--- src/rtl/ipm_req_arbiter.sv ---
// Round-robin arbiter that shares a single ipm datapath between NUM_REQ requesters.
// It issues one operation at a time, has a watchdog, and returns the result over a valid/ready channel.
module ipm_req_arbiter #(
  parameter int unsigned NUM_REQ     = 2,
  parameter int unsigned TIMEOUT_CYC = 64
) (
  input  logic                    clk_i,
  input  logic                    rst_i,
  input  logic [NUM_REQ-1:0]      req_valid_i,
  output logic [NUM_REQ-1:0]      req_ready_o,
  input  logic [NUM_REQ*3-1:0]    req_op_i,
  input  logic [NUM_REQ*32-1:0]   req_a_i,
  input  logic [NUM_REQ*32-1:0]   req_b_i,
  output logic [NUM_REQ-1:0]      rsp_valid_o,
  input  logic [NUM_REQ-1:0]      rsp_ready_i,
  output logic [31:0]             rsp_data_o,
  output logic                    rsp_err_o,
  output logic                    ipm_en_o,
  output logic                    ipm_sel_o,
  output logic [2:0]              ipm_operator_o,
  output logic [31:0]             ipm_a_o,
  output logic [31:0]             ipm_b_o,
  input  logic [31:0]             ipm_result_i,
  input  logic                    ipm_valid_i
);

  localparam int unsigned OP_W   = 3;
  localparam int unsigned DATA_W = 32;
  localparam int unsigned IDX_W  = (NUM_REQ > 1) ? $clog2(NUM_REQ) : 1;
  localparam int unsigned SUM_W  = IDX_W + 1;
  localparam int unsigned CNT_W  = $clog2(TIMEOUT_CYC);

  localparam logic [CNT_W-1:0] WD_LAST  = CNT_W'(TIMEOUT_CYC - 1);
  localparam logic [IDX_W-1:0] LAST_IDX = IDX_W'(NUM_REQ - 1);
  localparam logic [SUM_W-1:0] NUM_SUM  = SUM_W'(NUM_REQ);

  typedef enum logic [1:0] {
    S_IDLE  = 2'd0,
    S_ISSUE = 2'd1,
    S_WAIT  = 2'd2,
    S_RESP  = 2'd3
  } state_e;

  state_e                state_q, state_d;
  logic [IDX_W-1:0]      rr_q, rr_d;
  logic [IDX_W-1:0]      owner_q, owner_d;
  logic [OP_W-1:0]       op_q, op_d;
  logic [DATA_W-1:0]     a_q, a_d;
  logic [DATA_W-1:0]     b_q, b_d;
  logic [DATA_W-1:0]     rsp_data_q, rsp_data_d;
  logic                  rsp_err_q, rsp_err_d;
  logic [NUM_REQ-1:0]    rsp_valid_q, rsp_valid_d;
  logic                  en_q, en_d;
  logic                  sel_q, sel_d;
  logic [CNT_W-1:0]      wd_q, wd_d;

  logic [OP_W-1:0]       op_arr [NUM_REQ];
  logic [DATA_W-1:0]     a_arr  [NUM_REQ];
  logic [DATA_W-1:0]     b_arr  [NUM_REQ];

  logic                  grant_found;
  logic [IDX_W-1:0]      grant_idx;
  logic [SUM_W-1:0]      cand_sum;
  logic [IDX_W-1:0]      cand;

  // Split the flat request buses into per-requester fields.
  always_comb begin
    for (int i = 0; i < int'(NUM_REQ); i++) begin
      op_arr[i] = req_op_i[i*OP_W +: OP_W];
      a_arr[i]  = req_a_i[i*DATA_W +: DATA_W];
      b_arr[i]  = req_b_i[i*DATA_W +: DATA_W];
    end
  end

  // The first valid requester at or after the rr pointer wins; the search wraps around.
  always_comb begin
    grant_found = 1'b0;
    grant_idx   = '0;
    cand_sum    = '0;
    cand        = '0;
    for (int i = 0; i < int'(NUM_REQ); i++) begin
      cand_sum = {1'b0, rr_q} + SUM_W'(i);
      if (cand_sum >= NUM_SUM) begin
        cand_sum = cand_sum - NUM_SUM;
      end
      cand = cand_sum[IDX_W-1:0];
      if (!grant_found && req_valid_i[cand]) begin
        grant_found = 1'b1;
        grant_idx   = cand;
      end
    end
  end

  // The accept strobe is combinational so the requester sees it in the cycle it wins.
  always_comb begin
    req_ready_o = '0;
    for (int i = 0; i < int'(NUM_REQ); i++) begin
      req_ready_o[i] = (state_q == S_IDLE) && grant_found && (grant_idx == IDX_W'(i));
    end
  end

  always_comb begin
    state_d     = state_q;
    rr_d        = rr_q;
    owner_d     = owner_q;
    op_d        = op_q;
    a_d         = a_q;
    b_d         = b_q;
    rsp_data_d  = rsp_data_q;
    rsp_err_d   = rsp_err_q;
    rsp_valid_d = rsp_valid_q;
    en_d        = en_q;
    sel_d       = sel_q;
    wd_d        = wd_q;

    unique case (state_q)
      S_IDLE: begin
        en_d  = 1'b0;
        sel_d = 1'b0;
        if (grant_found) begin
          owner_d = grant_idx;
          op_d    = op_arr[grant_idx];
          a_d     = a_arr[grant_idx];
          b_d     = b_arr[grant_idx];
          rr_d    = (grant_idx == LAST_IDX) ? '0 : grant_idx + IDX_W'(1);
          en_d    = 1'b1;
          sel_d   = 1'b1;
          state_d = S_ISSUE;
        end
      end

      // A valid left over from the previous operation may still be visible here, so it is ignored.
      S_ISSUE: begin
        wd_d    = '0;
        state_d = S_WAIT;
      end

      S_WAIT: begin
        if (ipm_valid_i || (wd_q == WD_LAST)) begin
          rsp_data_d           = ipm_valid_i ? ipm_result_i : '0;
          rsp_err_d            = !ipm_valid_i;
          rsp_valid_d          = '0;
          rsp_valid_d[owner_q] = 1'b1;
          en_d                 = 1'b0;
          sel_d                = 1'b0;
          state_d              = S_RESP;
        end else begin
          wd_d = wd_q + CNT_W'(1);
        end
      end

      S_RESP: begin
        if (rsp_ready_i[owner_q]) begin
          rsp_valid_d = '0;
          state_d     = S_IDLE;
        end
      end

      default: state_d = S_IDLE;
    endcase
  end

  always_ff @(posedge clk_i or posedge rst_i) begin
    if (rst_i) begin
      state_q     <= S_IDLE;
      rr_q        <= '0;
      owner_q     <= '0;
      op_q        <= '0;
      a_q         <= '0;
      b_q         <= '0;
      rsp_data_q  <= '0;
      rsp_err_q   <= 1'b0;
      rsp_valid_q <= '0;
      en_q        <= 1'b0;
      sel_q       <= 1'b0;
      wd_q        <= '0;
    end else begin
      state_q     <= state_d;
      rr_q        <= rr_d;
      owner_q     <= owner_d;
      op_q        <= op_d;
      a_q         <= a_d;
      b_q         <= b_d;
      rsp_data_q  <= rsp_data_d;
      rsp_err_q   <= rsp_err_d;
      rsp_valid_q <= rsp_valid_d;
      en_q        <= en_d;
      sel_q       <= sel_d;
      wd_q        <= wd_d;
    end
  end

  assign rsp_valid_o    = rsp_valid_q;
  assign rsp_data_o     = rsp_data_q;
  assign rsp_err_o      = rsp_err_q;
  assign ipm_en_o       = en_q;
  assign ipm_sel_o      = sel_q;
  assign ipm_operator_o = op_q;
  assign ipm_a_o        = a_q;
  assign ipm_b_o        = b_q;

endmodule
--- config.mk ---
export PLATFORM = sky130hd
export DESIGN_NAME = ipm_req_arbiter
export DESIGN_NICKNAME = d
export VERILOG_FILES = /design/src/rtl/ipm_req_arbiter.sv
export SDC_FILE = /design/constraint.sdc
export NUM_CORES = 1
export LEC_CHECK = 0
export BUFFER_PORTS_ARGS = -buffer_cell sky130_fd_sc_hd__buf_2
export CAP_MARGIN = 40
export CELL_PAD_IN_SITES_DETAIL_PLACEMENT = 1
export CELL_PAD_IN_SITES_GLOBAL_PLACEMENT = 1
export CORE_MARGIN = 2
export CORE_UTILIZATION = 29
export DETAILED_ROUTE_END_ITERATION = 7
export GPL_TIMING_DRIVEN = 0
export MAX_ROUTING_LAYER = met4
export PLACE_DENSITY = 0.84
export REMOVE_ABC_BUFFERS = 1
export SLEW_MARGIN = 20
export SYNTH_ARGS = -nofsm -noshare
export SYNTH_HDL_FRONTEND = slang
export SYNTH_SLANG_ARGS = --single-unit
--- constraint.sdc ---
create_clock -name clk_i -period 3.4 [get_ports clk_i]
set_input_delay 0.68 -clock clk_i [delete_from_list [all_inputs] [get_ports clk_i]]
set_output_delay 0.68 -clock clk_i [all_outputs]
set_load 0.01 [all_outputs]
==> metrics.yaml <==
route:
  drc_errors: 1
  vias: 4398
  drt_iter0_markers: 355
  drt-pass1-iter-count: 8
  routedWlPerCell_um: 18.4
  vias_per_cell: 5.01
  wl_mm: 16.1
  antenna_left: 0
finish:
  final_cell_mix: "buf_2 (278), dfrtp_1 (113), inv_1 (75)"
  final_common_cell: "buf_2"
  n_fill_cell: 1788
  syn_to_final_growth_pct: 53.5
  fin_nets: 829
  final_area_um2: 7060
  antennaDiodeCount: 0
  final_cells: 878
  layout-drive-gt1-share_pct: 49.7
synth:
  synth_seq_cells: 113
  synth_top_family_by_area: "compound AO/OA/AOI/OAI gates"
  yosysUniqueCellTypes: 35
  ys_seq_area_share_pct: 61.4
  synthCells: 374
  ys_async_sr_fraction_pct: 100
  ys.flop_type: "dfrtp_1"
  synth_compound_area_share_pct: 24.9
  synthMuxAreaShare_pct: 0.761
  synthAdderAreaFrac_pct: 1.36
  synth-simple-area-share_pct: 2.37
  synth.yosys.warnings: 0
  synth_xor_area_share_pct: 0.190
  synth_area_per_cell_um2: 12.3
  synth_area_um2: 4600
  synth_edf_count: 0
timing:
  clock_skew_ns: 0.00629
  drv_slew: 0
  fin_crit_sh_pct: 82.9
  rsz0062_at_grt: "no"
  setup_viol: 0
  min_period_ns: 2.82
  worst_pin_slew_ns: 0.667
  max-slew-margin-rel_pct: 55.3
  hold_viol: 0
  fmaxAchievable_ghz: 0.355
clocking:
  clock_path_buffers: 2
  tritoncts: "built"
  ctsResizeCount: 0
  cts_hold_buffers: 0
  root_buffer: "clkbuf_16"
  htreeDepth: 4
  postCtsSetupBuffers: 0
  clk_latency_ns: 0.41
  cts_sinks: 113
  cts_buffers: 17
  clk_pin_slew_ns: 0.05
pwr:
  p_total_w: 0.00689
  ir_worst_vdd_uv: 330
  power_density_nw_per_um2: 976
  power_leakage_nw: 3.92
run_status:
  violations: "DRC"
  status: "complete, but fails checks"
setup_path:
  crit_slowest_cell: "dfrtp_1"
  end_kind: "primary output"
  cp_max_fo: 25
  crit_chain: "inv_1 > ha_1 > nand2_1 > a21oi_4 > buf_16 > buf_2"
  criticalPathCategory: "register to primary output"
  required_ns: 2.72
  rrSetupSlack_ns: 1.26
  cp.arrival_ns: 2.14
  critical_path_buf_inv_count: 3
  critPathLaunchType: "register"
  crit_family: "buffers and inverters"
  cpPeakStageDelay_ns: 0.40
global_route:
  grtUsageTotal_pct: 19.6
  grt_pass1_vias: 4761
  grt_antenna_before_repair: 0
  overflow: 0
  grt_pass1_wl_mm: 24.4
  grt_max_degree: 70
placement:
  gp_congestion: 0.755
  hpwlAfterDp_mm: 12.1
  io_buffers: 278
  placed_area_um2: 6460
  dpl.cell_count: 848
floorplan:
  die_w_um: 130
  start_util_pct: 29.3
  io_pins: 279
  die_area_um2: 16900
  coreArea_um2: 15700
  num_rows: 46
  die_h_um: 130
job:
  drv_cap: 0
worst_hold_path:
  hold_class: "input pin to async pin"
## cell usage after synthesis, types with 3 or more instances
cell type	instances	area share, %
clkbuf_1	21	1.7
ha_1	5	1.4
nand2_1	5	0.41
nand3_1	5	0.54
nand2b_1	3	0.41
o21ai_0	6	0.65
a222oi_1	67	15
inv_1	76	6.2
a22o_1	32	6.1
dfrtp_1	113	61
buf_2	8	0.87
o21ai_1	3	0.33
nor2_1	3	0.24
## per-stage QoR
step / hold slack (ns) / worst slack (ns) / utilization, % / setup TNS (ns)
global placement: 0.479 / -2.11 / 39.1 / -326.07
floorplan: 0.486 / -0.267 / - / -32.36
finish: 0.287 / 0.580 / 44.9 / 0
CTS: 0.290 / 0.557 / 44.9 / 0
global route: 0.304 / 0.468 / 44.9 / 0
detailed placement: 0.477 / 1.01 / 41.1 / 0
## worst register-to-register path: stages (launching register included)
cell      delay [ns]
dfrtp_1         0.40
inv_1           0.12
ha_1            0.34
o21ai_4         0.27
buf_16          0.24
buf_16          0.19
a222oi_1        0.38
inv_1           0.08
## cells by family after synthesis
group | count (synthesis)
buffers and inverters | 106
AOI/OAI and AO/OA | 125
muxes | 3
xor gates and xnor gates | 1
adders and majority gates | 5
DFF | 113
and+or+nand+nor | 21
## state kept, by name, summed over array words and instances, names as in the netlist
register	cells
ipm_a_o	32
rsp_data_o	32
ipm_b_o	32
rsp_valid_o	2
rsp_err_o	1
ipm_sel_o	1
state_q	2
ipm_operator_o	3
owner_q	1
wd_q	6
rr_q	1
## power breakdown
group          leakage [nW]  internal, W  switching, W
clock network         0.301      0.00123      0.000609
logic                  2.20      0.00129       0.00144
registers              1.42      0.00196      0.000361
total                  3.92      0.00448       0.00241
## path summary, 6_finish.rpt
check | end | start | depth (start not counted)
hold reg to reg | rsp_data_o[19] | rsp_data_o[19] | 1
hold / removal | ipm_a_o[9] | rst_i | 2
setup / recovery | req_ready_o[1] | state_q[0] | 6
max in group asynchronous | owner_q | rst_i | 3
setup reg to reg | ipm_a_o[29] | state_q[0] | 7
min in group clk_i | ipm_a_o[8] | req_a_i[40] | 3
## routing by layer
| metal | GRT usage [%] | vias up | routed length, um |
|---|---|---|---|
| met4 | 6.14 | 0 | 235 |
| met5 | - | - | 0 |
| met3 | 6.52 | 21 | 1400 |
| met2 | 34.8 | 225 | 8470 |
| li1 | - | 1978 | - |
| met1 | 20.7 | 2174 | 6020 |
## final cells by class
| type | count | area [um2] | area share, % |
|---|---|---|---|
| Inverter | 76 | 290 | 4.11 |
| Timing Repair Buffer | 288 | 1670 | 23.6 |
| Clock inverter | 12 | 166 | 2.36 |
| Sequential cell | 113 | 2830 | 40.0 |
| Clock buffer | 18 | 439 | 6.22 |
| Tap cell | 216 | 270 | 3.83 |
| Multi-Input combinational cell | 155 | 1400 | 19.8 |
Power figures use the tool's default switching activity.
